===== config.mk =====
export PLATFORM = sky130hd
export DESIGN_NAME = alarm_clock_core
export DESIGN_NICKNAME = d
export VERILOG_FILES = /design/src/rtl/alarm_clock_core.sv
export SDC_FILE = /design/constraint.sdc
export NUM_CORES = 1
export LEC_CHECK = 0
export BUFFER_PORTS_ARGS = -buffer_cell sky130_fd_sc_hd__buf_2
export CAP_MARGIN = 20
export CORE_MARGIN = 3
export CORE_UTILIZATION = 60
export CTS_BUF_LIST = sky130_fd_sc_hd__clkbuf_4 sky130_fd_sc_hd__clkbuf_8
export CTS_CLUSTER_SIZE = 20
export DETAILED_ROUTE_END_ITERATION = 7
export GPL_ROUTABILITY_DRIVEN = 0
export PLACE_DENSITY = 0.78
export SYNTH_ARGS = -nofsm -noshare
export SYNTH_HDL_FRONTEND = slang
export SYNTH_SLANG_ARGS = --single-unit

===== constraint.sdc =====
create_clock -name clk -period 5.68 [get_ports clk]
set_input_delay 0.568 -clock clk [delete_from_list [all_inputs] [get_ports clk]]
set_output_delay 0.568 -clock clk [all_outputs]
set_load 0.01 [all_outputs]

===== src/rtl/alarm_clock_core.sv =====
// Alarm clock core: free-running hours:minutes timekeeper, alarm register,
// ring/snooze/auto-shutoff state machine and a registered display mux.
module alarm_clock_core #(
  parameter int TICK_DIV   = 60,
  parameter int SNOOZE_MIN = 5,
  parameter int RING_MIN   = 10
) (
  input  logic       clk,
  input  logic       rst_n,
  input  logic       set_time,
  input  logic       set_alarm,
  input  logic [4:0] hour_in,
  input  logic [5:0] min_in,
  input  logic       alarm_en,
  input  logic       snooze,
  input  logic       stop,
  input  logic       show_a,
  output logic [4:0] disp_hour,
  output logic [5:0] disp_min,
  output logic       sound_alarm,
  output logic       snoozing
);

  localparam int              PW          = (TICK_DIV > 2) ? $clog2(TICK_DIV) : 1;
  localparam logic [PW-1:0]   PRESC_LAST  = PW'(TICK_DIV - 1);
  localparam logic [5:0]      SNOOZE_LOAD = 6'(SNOOZE_MIN);
  localparam logic [5:0]      RING_LAST   = 6'(RING_MIN);

  typedef enum logic [1:0] {
    IDLE     = 2'd0,
    RINGING  = 2'd1,
    SNOOZING = 2'd2
  } state_t;

  logic [PW-1:0] presc_reg, presc_next;
  logic [4:0]    hour_reg, hour_next;
  logic [5:0]    min_reg, min_next;
  logic [4:0]    alarm_hour_reg, alarm_hour_next;
  logic [5:0]    alarm_min_reg, alarm_min_next;
  logic          tick_reg, match_reg;
  state_t        state_reg, state_next;
  logic [5:0]    ring_cnt_reg, ring_cnt_next;
  logic [5:0]    snooze_cnt_reg, snooze_cnt_next;
  logic [4:0]    disp_hour_reg;
  logic [5:0]    disp_min_reg;
  logic          sound_reg, snoozing_reg;

  logic          time_load, alarm_load, tick, match;
  logic [4:0]    inc_hour;
  logic [5:0]    inc_min;

  // Out-of-range loads are dropped as a whole, including the prescaler clear.
  assign time_load  = set_time  && (hour_in <= 5'd23) && (min_in <= 6'd59);
  assign alarm_load = set_alarm && (hour_in <= 5'd23) && (min_in <= 6'd59);
  assign tick       = (presc_reg == PRESC_LAST) && !time_load;

  always_comb begin
    inc_min  = min_reg + 6'd1;
    inc_hour = hour_reg;
    if (min_reg == 6'd59) begin
      inc_min  = 6'd0;
      inc_hour = (hour_reg == 5'd23) ? 5'd0 : hour_reg + 5'd1;
    end
  end

  assign match = tick && (inc_hour == alarm_hour_reg) && (inc_min == alarm_min_reg);

  always_comb begin
    presc_next      = presc_reg + PW'(1);
    hour_next       = hour_reg;
    min_next        = min_reg;
    alarm_hour_next = alarm_hour_reg;
    alarm_min_next  = alarm_min_reg;
    if (time_load || (presc_reg == PRESC_LAST)) begin
      presc_next = '0;
    end
    if (time_load) begin
      hour_next = hour_in;
      min_next  = min_in;
    end else if (tick) begin
      hour_next = inc_hour;
      min_next  = inc_min;
    end
    if (alarm_load) begin
      alarm_hour_next = hour_in;
      alarm_min_next  = min_in;
    end
  end

  // The state machine acts on tick/match one cycle late so that the ring
  // starts on the same edge the display first shows the matching minute.
  always_comb begin
    state_next      = state_reg;
    ring_cnt_next   = ring_cnt_reg;
    snooze_cnt_next = snooze_cnt_reg;
    case (state_reg)
      IDLE: begin
        if (match_reg && alarm_en) begin
          state_next    = RINGING;
          ring_cnt_next = 6'd0;
        end
      end
      RINGING: begin
        if (stop || !alarm_en) begin
          state_next = IDLE;
        end else if (snooze) begin
          state_next      = SNOOZING;
          snooze_cnt_next = SNOOZE_LOAD;
        end else if (tick_reg) begin
          ring_cnt_next = ring_cnt_reg + 6'd1;
          if (ring_cnt_reg + 6'd1 == RING_LAST) begin
            state_next = IDLE;
          end
        end
      end
      SNOOZING: begin
        if (stop || !alarm_en) begin
          state_next = IDLE;
        end else if (tick_reg) begin
          snooze_cnt_next = snooze_cnt_reg - 6'd1;
          if (snooze_cnt_reg == 6'd1) begin
            state_next    = RINGING;
            ring_cnt_next = 6'd0;
          end
        end
      end
      default: begin
        state_next = IDLE;
      end
    endcase
  end

  always_ff @(posedge clk or negedge rst_n) begin
    if (!rst_n) begin
      presc_reg      <= '0;
      hour_reg       <= 5'd0;
      min_reg        <= 6'd0;
      alarm_hour_reg <= 5'd0;
      alarm_min_reg  <= 6'd0;
      tick_reg       <= 1'b0;
      match_reg      <= 1'b0;
      state_reg      <= IDLE;
      ring_cnt_reg   <= 6'd0;
      snooze_cnt_reg <= 6'd0;
      disp_hour_reg  <= 5'd0;
      disp_min_reg   <= 6'd0;
      sound_reg      <= 1'b0;
      snoozing_reg   <= 1'b0;
    end else begin
      presc_reg      <= presc_next;
      hour_reg       <= hour_next;
      min_reg        <= min_next;
      alarm_hour_reg <= alarm_hour_next;
      alarm_min_reg  <= alarm_min_next;
      tick_reg       <= tick;
      match_reg      <= match;
      state_reg      <= state_next;
      ring_cnt_reg   <= ring_cnt_next;
      snooze_cnt_reg <= snooze_cnt_next;
      disp_hour_reg  <= show_a ? alarm_hour_reg : hour_reg;
      disp_min_reg   <= show_a ? alarm_min_reg : min_reg;
      sound_reg      <= (state_next == RINGING);
      snoozing_reg   <= (state_next == SNOOZING);
    end
  end

  assign disp_hour   = disp_hour_reg;
  assign disp_min    = disp_min_reg;
  assign sound_alarm = sound_reg;
  assign snoozing    = snoozing_reg;

endmodule


==> run_results.csv, run 1 <==
group,metric,value,unit
run_status,outcome,"complete, no violations",
setup_path,crit_path_start_kind,"register",
min_path,hp-class,"in -> async",
clock_network,clk_root_buffer_cell,"sky130_fd_sc_hd__clkbuf_8",
yosys,ys_seq_elements,57,
global_route,pin_count_of_the_biggest_net_entering_global_routing,58,
timing,final-max-slew-violation-count,0,
global_route,grt.overflow.total,0,
setup_path,reg2reg_depth,6,
clock_network,post_cts_resized,0,
detailed_routing,detail_route.drc_violations,0,
pwr,power.share.switching,27.26,%
detailed_routing,drt_wl_total,6424,um
clock_network,cts-hold-fix-buffers,0,
detailed_routing,final_antenna_net_count,0,
run,maxCapViolCount,0,
clock_network,cts_tree,"yes",
timing,tightest_slew,0.6847,ns
die,start_util,63.77,%
yosys,syn_area,3112,um^2
yosys,yosysWarningCount,0,
finish,diodes,0,
pwr,combPwrFrac,16.2,%
yosys,most_common_cell_in_the_synthesized_netlist,"sky130_fd_sc_hd__dfrtp_1",
timing,fmaxAchievable,0.4306,GHz
global_route,grt_first_pass_wirelength,11320,um
finish,finish.utilization,72.21,%
clock_network,clock_sink_count,57,
timing,grt_setup_unrepaired,"false",
setup_path,cp.required,5.94,ns
timing,final.setup_skew,0.004899,ns
pwr,total_leakage_power,0.001565,uW
setup_path,worst_reg2reg_setup_slack,3.36,ns
setup_path,worst_ep_arrival,2.58,ns
clock_network,clock_insertion_delay_worst_skew,0.33,ns
finish,design.final.nets,377,
detailed_routing,detailroute.via_count,2484,
die,die-area,6086,um^2
clock_network,clk_path_buf_depth,2,
clock_network,cts_buffers,9,
yosys,synth_area_per_cell,9.724,um^2
setup_path,timing.critical_path.from,"min_reg[0]",
yosys,edff_count_synth,0,
yosys,yosysSeqAreaShare,45.84,%
die,chipWidth,78.02,um
setup_path,critical_path_peak_fanout,9,
yosys,synth_top_flop_cell,"sky130_fd_sc_hd__dfrtp_1",
pwr,clkPwrFrac,37.5,%
placed_design,hpwlAfterDp,4295,um
yosys,syn_nets,346,
yosys,synth_async_sr_flop_share,100.0,%
yosys,synth_commonest_cells,"57 x sky130_fd_sc_hd__dfrtp_1, 32 x sky130_fd_sc_hd__nand2_1, 28 x sky130_fd_sc_hd__nor2_1",
detailed_routing,detail_route.first_pass.iterations,4,
timing,final.hold.worst_slack,0.3693,ns
yosys,synth.largest_area_cell,"sky130_fd_sc_hd__dfrtp_1",
yosys,syn_inst,320,
setup_path,crit_path_end_kind,"register",
timing,hold_viol,0,
die,io_pins,32,
pwr,intPower,777.4,uW
finish,final_cell_count_no_fill,423,
die,num_rows,25,
pwr,p_per_area,303.3,nW/um^2
timing,fin_tns_setup,0,ns
global_route,number_of_antenna_violations_at_the_first_check_in_global_routing,0,
placed_design,count_of_input_and_output_buffers,31,
yosys,synth_top_area_share,45.84,%
placed_design,dp.cells,407,
global_route,grt_util_all_layers,23.61,%
pwr,post-layout-total-power,1069,uW
clock_network,htreeDepth,3,
detailed_routing,avgRoutedWirePerCell,15.19,um
timing,final_period_minus_worst_setup_slack,2.323,ns
timing,fin_crit_sh,40.89,%
clock_network,worst_setup_hold_path_clk_slew,0.06,ns
timing,timing.final.setup_violations,0,
finish,syn2layout_area_growth,13.23,%
global_route,first_global_vias,2477,
setup_path,r2r_start,"min_reg[0]",
pwr,seq_power_share,46.3,%
detailed_routing,drt-vias-per-instance,5.872,
timing,slew-limit-headroom,54.35,%
pwr,vdd_ir_drop_max,230.4,uV
pwr,switching_power,291.3,uW
detailed_routing,drt_iter0_markers,109,
die,fp.dieH,78.02,um
setup_path,crit_end,"hour_reg[0]",
yosys,synth.lib_cells_used.distinct,54,
setup_path,timing.rr.end,"hour_reg[0]",
clock_network,cts_setup_buffers,0,
finish,drive_gt1_share,21.63,%
setup_path,path_class,"reg -> reg",
yosys,synth_area_leaders,"sky130_fd_sc_hd__dfrtp_1 46%, sky130_fd_sc_hd__mux2_2 6.9%, sky130_fd_sc_hd__nand2_1 3.9%",
die,fp.coreArea,4880,um^2
finish,num-fill-cells,361,
==> kinds of logic after synthesis <==
family / after synthesis / synth area share, %
mux: 20 / 7.198
compound gates: 62 / 13.63
fa+ha+maj: 7 / 2.815
simple gates: 138 / 23.60
buf+inv: 21 / 2.694
flops: 57 / 45.84
xor+xnor: 15 / 4.222
==> critical path, cell delays in order, from the launching register on <==
cell and delay (ns):
sky130_fd_sc_hd__dfrtp_1 0.49, sky130_fd_sc_hd__ha_1 0.33, sky130_fd_sc_hd__nand2_1 0.20, sky130_fd_sc_hd__nor2_1 0.46, sky130_fd_sc_hd__nand2_1 0.24, sky130_fd_sc_hd__or3_1 0.37, sky130_fd_sc_hd__a31oi_1 0.16
==> cells in the final DEF, fill, tap and decap left out, drive strengths merged, types with 5 or more instances in the layout <==
| master | Yosys | routed |
|---|---|---|
| xor2 | 11 | 11 |
| nor2 | 28 | 28 |
| mux2 | 19 | 19 |
| inv | 9 | 9 |
| clkbuf | 10 | 14 |
| ha | 7 | 7 |
| nand4 | 5 | 5 |
| a21oi | 7 | 7 |
| nor3 | 8 | 8 |
| nand3 | 18 | 18 |
| a31oi | 7 | 7 |
| dfrtp | 57 | 57 |
| o21ai | 18 | 18 |
| buf | 2 | 32 |
| nand2 | 32 | 32 |
| and2 | 6 | 6 |
==> layer usage <==
metal  GRT usage (%)  wire (um)  vias up
met2           37.67       3022       72
met4           12.06        133        0
met3           4.014        319       14
met1           31.08       2948     1173
met5               0          0        -
li1                -          -     1225
==> power groups by stage <==
stage	combinational [uW]	clock (uW)	sequential (uW)
2_1_floorplan	126	0	486
3_3_place_gp	168	0	499
3_5_place_dp	171	0	499
4_1_cts	174	406	493
5_1_grt	196	427	501
6_report	173	401	495
==> per-stage QoR <==
stage / area, um^2 / worst slack (ns)
after global routing: 3523 / 3.153
after global placement: 3308 / 3.508
after floorplan: 3112 / 3.573
after CTS: 3523 / 3.377
after detailed placement: 3308 / 3.404
final: 3523 / 3.357
==> worst min-delay path by stage <==
| stage | startpoint | end | cells past startpoint |
|---|---|---|---|
| floorplan | rst_n | alarm_hour_reg[0] | 0 |
| global placement | presc_reg[0] | presc_reg[0] | 1 |
| detailed placement | presc_reg[0] | presc_reg[0] | 1 |
| CTS | rst_n | ring_cnt_reg[4] | 2 |
| global route | rst_n | ring_cnt_reg[5] | 2 |
| finish | rst_n | ring_cnt_reg[3] | 2 |
==> area by class of cell <==
type,count,area (um^2),share of cell area (%)
Clock buffer,14,180.2,5.114
Clock inverter,2,35.03,0.9943
Inverter,9,33.78,0.9588
Multi-Input combinational cell,242,1602,45.45
Sequential cell,57,1426,40.48
Tap cell,67,83.83,2.379
Timing Repair Buffer,32,162.7,4.616
Power figures use the tool's default switching activity.
==> inputs of run 2 (changes only) <==
Clock period 5.68 ns to 2.4 ns, I/O delays scaled along.
==> run_results.csv, run 2 (synthesized netlist as in run 1, its figures left out) <==
group,metric,value,unit
run_status,outcome,"complete, no violations",
timing,fin_tns_setup,0,ns
placed_design,dp.cells,412,
detailed_routing,drt_wl_total,6481,um
setup_path,crit_path_max_incr_delay,0.50,ns
placed_design,pre_cts_slack,0.1746,ns
pwr,total_leakage_power,0.001599,uW
setup_path,crit_end,"ring_cnt_reg[4]",
timing,timing.final.setup_violations,0,
detailed_routing,avgRoutedWirePerCell,15.11,um
min_path,holdPathStages,3,
setup_path,cp.required,2.66,ns
finish,final-seq-area,1426,um^2
die,fp.coreArea,4880,um^2
detailed_routing,final_antenna_net_count,0,
setup_path,worst_reg2reg_setup_slack,0.16,ns
global_route,first_global_vias,2446,
die,start_util,63.77,%
global_route,number_of_antenna_violations_at_the_first_check_in_global_routing,0,
run,maxCapViolCount,0,
setup_path,timing.rr.end,"ring_cnt_reg[4]",
setup_path,crit_path_cell_trace,"inv_1 -> ha_1 -> or4b_4 -> o32ai_2 -> a32oi_2 -> or4_1 -> nand3_1",
clock_network,clk_root_buffer_cell,"sky130_fd_sc_hd__clkbuf_8",
clock_network,worst_setup_hold_path_clk_slew,0.06,ns
timing,fin_crit_sh,93.53,%
finish,finish.instance_area,3583,um^2
timing,hold_viol,0,
clock_network,clk_path_buf_depth,2,
timing,slew-limit-headroom,54.81,%
clock_network,clock_sink_count,57,
global_route,pin_count_of_the_biggest_net_entering_global_routing,30,
setup_path,path_class,"reg -> reg",
placed_design,count_of_input_and_output_buffers,31,
setup_path,reg2reg_depth,7,
pwr,power.share.switching,26.72,%
detailed_routing,detail_route.first_pass.iterations,4,
pwr,clkPwrFrac,36.9,%
timing,tightest_slew,0.6778,ns
timing,final_critical_path_setup_slack,0.1553,ns
setup_path,worst_ep_arrival,2.51,ns
pwr,vdd_ir_drop_max,634.6,uV
setup_path,r2r_start,"snooze_cnt_reg[1]",
pwr,switching_power,674.8,uW
global_route,grt_first_pass_wirelength,11220,um
setup_path,path_delay_family,"simple AND/OR/NAND/NOR gates",
clock_network,cts_tree,"yes",
setup_path,timing.critical_path.depth,7,
die,num_rows,25,
setup_path,path_buf_inv,1,
placed_design,hpwlAfterDp,4582,um
setup_path,timing.critical_path.from,"snooze_cnt_reg[1]",
clock_network,post_cts_resized,0,
pwr,intPower,1850,uW
finish,num-fill-cells,377,
die,chipWidth,78.02,um
timing,final.setup_skew,0.007155,ns
global_route,grt.overflow.total,0,
setup_path,crit_path_end_kind,"register",
global_route,grt_util_all_layers,23.69,%
pwr,p_per_area,704.6,nW/um^2
finish,design.final.nets,383,
placed_design,detailed_place.area,3358,um^2
finish,layout_commonest_cell,"sky130_fd_sc_hd__dfrtp_1",
clock_network,clock_insertion_delay_worst_skew,0.33,ns
setup_path,critical_path.slowest_cell,"sky130_fd_sc_hd__or4_1",
finish,drive_gt1_share,22.65,%
die,die-area,6086,um^2
detailed_routing,detailroute.via_count,2517,
timing,final_period_minus_worst_setup_slack,2.245,ns
die,io_pins,32,
min_path,hp-class,"in -> reg",
finish,layout.cells.most_common_list,"57 x sky130_fd_sc_hd__dfrtp_1, 32 x sky130_fd_sc_hd__nand2_1, 31 x sky130_fd_sc_hd__buf_2, 28 x sky130_fd_sc_hd__nor2_1, 19 x sky130_fd_sc_hd__mux2_2",
pwr,seq_power_share,46.1,%
setup_path,crit_path_start_kind,"register",
finish,syn2layout_area_growth,15.16,%
clock_network,cts_buffers,9,
timing,fmaxAchievable,0.4455,GHz
detailed_routing,drt-vias-per-instance,5.867,
timing,grt_setup_unrepaired,"false",
detailed_routing,drt_iter0_markers,111,
pwr,combPwrFrac,17.0,%
clock_network,htreeDepth,3,
finish,diodes,0,
timing,final-max-slew-violation-count,0,
die,fp.dieH,78.02,um
finish,final_cell_count_no_fill,429,
setup_path,critical_path_peak_fanout,9,
detailed_routing,detail_route.drc_violations,0,
finish,multi_input_comb_area,1602,um^2
finish,finish.utilization,73.44,%
run 2: changes by cell type in the layout (fill, tap and decap cells not counted):
| cell | before | now |
|---|---|---|
| sky130_fd_sc_hd__buf_4 | 1 | 5 |
| sky130_fd_sc_hd__buf_12 | 0 | 1 |
| sky130_fd_sc_hd__dlygate4sd3_1 | 0 | 1 |
run 2: metal layers:
layer,track usage (%),vias up,part of all wire [%]
met5,0,-,0
met4,11.71,0,2.7
met3,4.587,17,6.1
met2,37.84,83,48
met1,31.02,1187,44
li1,-,1230,-
run 2: cell type report:
type | count | share of cell area [%]
well taps | 67 | 2.339
clock buffers | 14 | 5.028
clock inverters | 2 | 0.9777
repair buffers | 38 | 6.215
multi-input cells | 242 | 44.69
inverters | 9 | 0.9427
flip-flops and latches | 57 | 39.80
run 2: what timing repair did:
action | 4_1_cts | 5_1_grt
endpoints found under the hold margin | 28 | 0
hold buffers | 1 | 0
setup endpoints to repair | 0 | 0
buffers inserted | 0 | 0
run 2: worst min-delay path by stage:
stage	slack (ns)	startpoint	to
floorplan	-0.06	rst_n	alarm_hour_reg[0]
CTS	0.14	min_in[0]	min_reg[0]
finish	0.14	min_in[0]	min_reg[0]
global placement	0.31	rst_n	ring_cnt_reg[4]
detailed placement	0.31	rst_n	ring_cnt_reg[4]
global route	0.16	min_in[1]	alarm_min_reg[1]
run 2: power by group through the flow:
stage / registers [uW] / logic, uW / clock network, uW
floorplan: 1150 / 297 / 0
global placement: 1170 / 414 / 0
detailed placement: 1180 / 425 / 0
CTS: 1160 / 431 / 954
global route: 1180 / 483 / 1000
finish: 1160 / 429 / 933
run 2: worst register-to-register path: stages (launching register included):
cell and delay (ns):
sky130_fd_sc_hd__dfrtp_1 0.38, sky130_fd_sc_hd__inv_1 0.10, sky130_fd_sc_hd__ha_1 0.14, sky130_fd_sc_hd__or4b_4 0.47
sky130_fd_sc_hd__o32ai_2 0.29, sky130_fd_sc_hd__a32oi_2 0.22, sky130_fd_sc_hd__or4_1 0.50, sky130_fd_sc_hd__nand3_1 0.09
run 2: stage by stage:
step	total power (uW)	hold slack, ns
finish	2525	0.1448
global route	2665	0.1556
CTS	2546	0.1354
detailed placement	1601	0.3110
global placement	1588	0.3087
floorplan	1448	-0.05559
==> inputs of run 3 (changes only) <==
Settings changed: CORE_UTILIZATION 60 to 40, PLACE_DENSITY 0.78 to 0.55.
==> run_results.csv, run 3 (synthesized netlist as in run 1, its figures left out) <==
group,metric,value,unit
global_route,grt_first_pass_wirelength,11520,um
detailed_routing,detail_route.first_pass.iterations,4,
detailed_routing,detailroute.via_count,2480,
die,num_rows,31,
setup_path,worst_ep_arrival,2.51,ns
setup_path,timing.critical_path.depth,7,
detailed_routing,drt_iter0_markers,117,
detailed_routing,drt-vias-per-instance,5.368,
finish,diodes,0,
timing,timing.final.setup_violations,0,
placed_design,count_of_input_and_output_buffers,31,
die,fp.coreArea,7408,um^2
pwr,clkPwrFrac,39.3,%
pwr,p_per_area,710.9,nW/um^2
setup_path,crit_path_max_incr_delay,0.48,ns
global_route,grt_util_all_layers,16.75,%
setup_path,crit_path_end_kind,"register",
pwr,total_leakage_power,0.001598,uW
timing,tightest_slew,0.5954,ns
finish,syn2layout_area_growth,17.85,%
timing,final.setup_skew,0.007610,ns
setup_path,critical_path_peak_fanout,7,
detailed_routing,avgRoutedWirePerCell,14.92,um
timing,fin_tns_setup,0,ns
timing,hold_viol,0,
pwr,vdd_ir_drop_max,418.2,uV
timing,fmaxAchievable,0.4445,GHz
setup_path,path_class,"reg -> reg",
clock_network,clock_insertion_delay_worst_skew,0.33,ns
setup_path,cp.required,2.66,ns
die,io_pins,32,
detailed_routing,drt_wl_total,6893,um
timing,final_period_minus_worst_setup_slack,2.250,ns
setup_path,path_buf_inv,1,
setup_path,reg2reg_depth,7,
run,maxCapViolCount,0,
global_route,grt.overflow.total,0,
finish,layout_commonest_cell,"sky130_fd_sc_hd__dfrtp_1",
pwr,switching_power,709.6,uW
clock_network,htreeDepth,3,
run_status,outcome,"complete, no violations",
setup_path,crit_path_start_kind,"register",
setup_path,path_delay_family,"simple AND/OR/NAND/NOR gates",
finish,multi_input_comb_area,1624,um^2
timing,grt_setup_unrepaired,"false",
pwr,combPwrFrac,16.2,%
clock_network,clk_path_buf_depth,2,
pwr,intPower,1898,uW
finish,drive_gt1_share,22.87,%
setup_path,crit_path_cell_trace,"inv_1 -> ha_1 -> or4b_4 -> o32ai_4 -> a32oi_4 -> or4_1 -> nand3_1",
detailed_routing,final_antenna_net_count,0,
finish,layout.cells.most_common_list,"57 x sky130_fd_sc_hd__dfrtp_1, 32 x sky130_fd_sc_hd__nand2_1, 31 x sky130_fd_sc_hd__buf_2, 28 x sky130_fd_sc_hd__nor2_1, 19 x sky130_fd_sc_hd__mux2_2",
global_route,pin_count_of_the_biggest_net_entering_global_routing,36,
min_path,holdPathStages,3,
global_route,number_of_antenna_violations_at_the_first_check_in_global_routing,0,
pwr,power.share.switching,27.22,%
pwr,seq_power_share,44.5,%
timing,slew-limit-headroom,60.20,%
timing,final.hold.worst_slack,0.1207,ns
die,chipWidth,94.20,um
clock_network,clock_sink_count,57,
setup_path,critical_path.slowest_cell,"sky130_fd_sc_hd__or4b_4",
timing,final-max-slew-violation-count,0,
clock_network,worst_setup_hold_path_clk_slew,0.07,ns
global_route,first_global_vias,2339,
finish,design.final.nets,384,
clock_network,cts_buffers,9,
die,fp.dieH,94.20,um
timing,fin_crit_sh,93.73,%
die,start_util,42.00,%
min_path,hp-class,"in -> reg",
clock_network,clk_root_buffer_cell,"sky130_fd_sc_hd__clkbuf_8",
finish,final-seq-area,1426,um^2
die,die-area,8874,um^2
placed_design,hpwlAfterDp,4920,um
detailed_routing,detail_route.drc_violations,0,
clock_network,cts_tree,"yes",
finish,num-fill-cells,717,
-- run 3: timing repair --
| action | in CTS | in global routing |
|---|---|---|
| setup buffers | 0 | 2 |
| setup endpoints to repair | 0 | 1 |
| hold buffers | 1 | 0 |
| hold endpoints to repair | 22 | 0 |
| gates resized for setup | 0 | 2 |
-- run 3: per-stage QoR --
stage | utilization [%] | setup WS, ns | power, uW | cell area, um^2 | instances
after CTS | 49.00 | 0.1274 | 2647 | 3630 | 460
after detailed placement | 45.77 | 0.1372 | 1603 | 3391 | 443
after global routing | 49.50 | 0.003478 | 2760 | 3667 | 462
final | 49.50 | 0.1504 | 2607 | 3667 | 462
after floorplan | - | 0.2935 | 1448 | 3112 | 320
after global placement | 45.77 | 0.1967 | 1601 | 3391 | 443
-- run 3: routing by layer --
layer | GRT usage, % | part of all wire [%] | vias to the layer above
li1 | - | - | 1236
met1 | 21.79 | 48 | 1198
met2 | 27.48 | 48 | 39
met3 | 5.208 | 3.5 | 7
met4 | 3.369 | 0.84 | 0
met5 | 0 | 0 | -
-- run 3: power by group through the flow --
stage | logic (uW) | registers [uW] | clock network (uW)
CTS | 429 | 1160 | 1060
detailed placement | 424 | 1180 | 0
global route | 479 | 1180 | 1100
finish | 422 | 1160 | 1020
floorplan | 297 | 1150 | 0
global placement | 423 | 1180 | 0
-- run 3: cell type report --
class / instances / share of cell area, %
Multi-Input combinational cell: 242 / 44.29
Sequential cell: 57 / 38.89
Timing Repair Buffer: 39 / 6.278
Clock buffer: 11 / 4.128
Tap cell: 99 / 3.378
Clock inverter: 5 / 2.115
Inverter: 9 / 0.9212
-- run 3: worst paths after layout --
kind	from	end	slack, ns
worst max-delay path	snooze_cnt_reg[1]	ring_cnt_reg[4]	0.15
worst min-delay path	hour_in[1]	hour_reg[1]	0.12
worst max register to register	snooze_cnt_reg[1]	ring_cnt_reg[4]	0.15
worst min register to register	presc_reg[0]	presc_reg[0]	0.47
max in group asynchronous	rst_n	min_reg[3]	1.39
min in group asynchronous	rst_n	snooze_cnt_reg[2]	0.44
-- run 3: worst min-delay path, delay by kind of cell --
family	cells	cell delay, ns
AOI/OAI and AO/OA	1	0.05
buffers and inverters	1	0.09
and+or+nand+nor	1	0.04
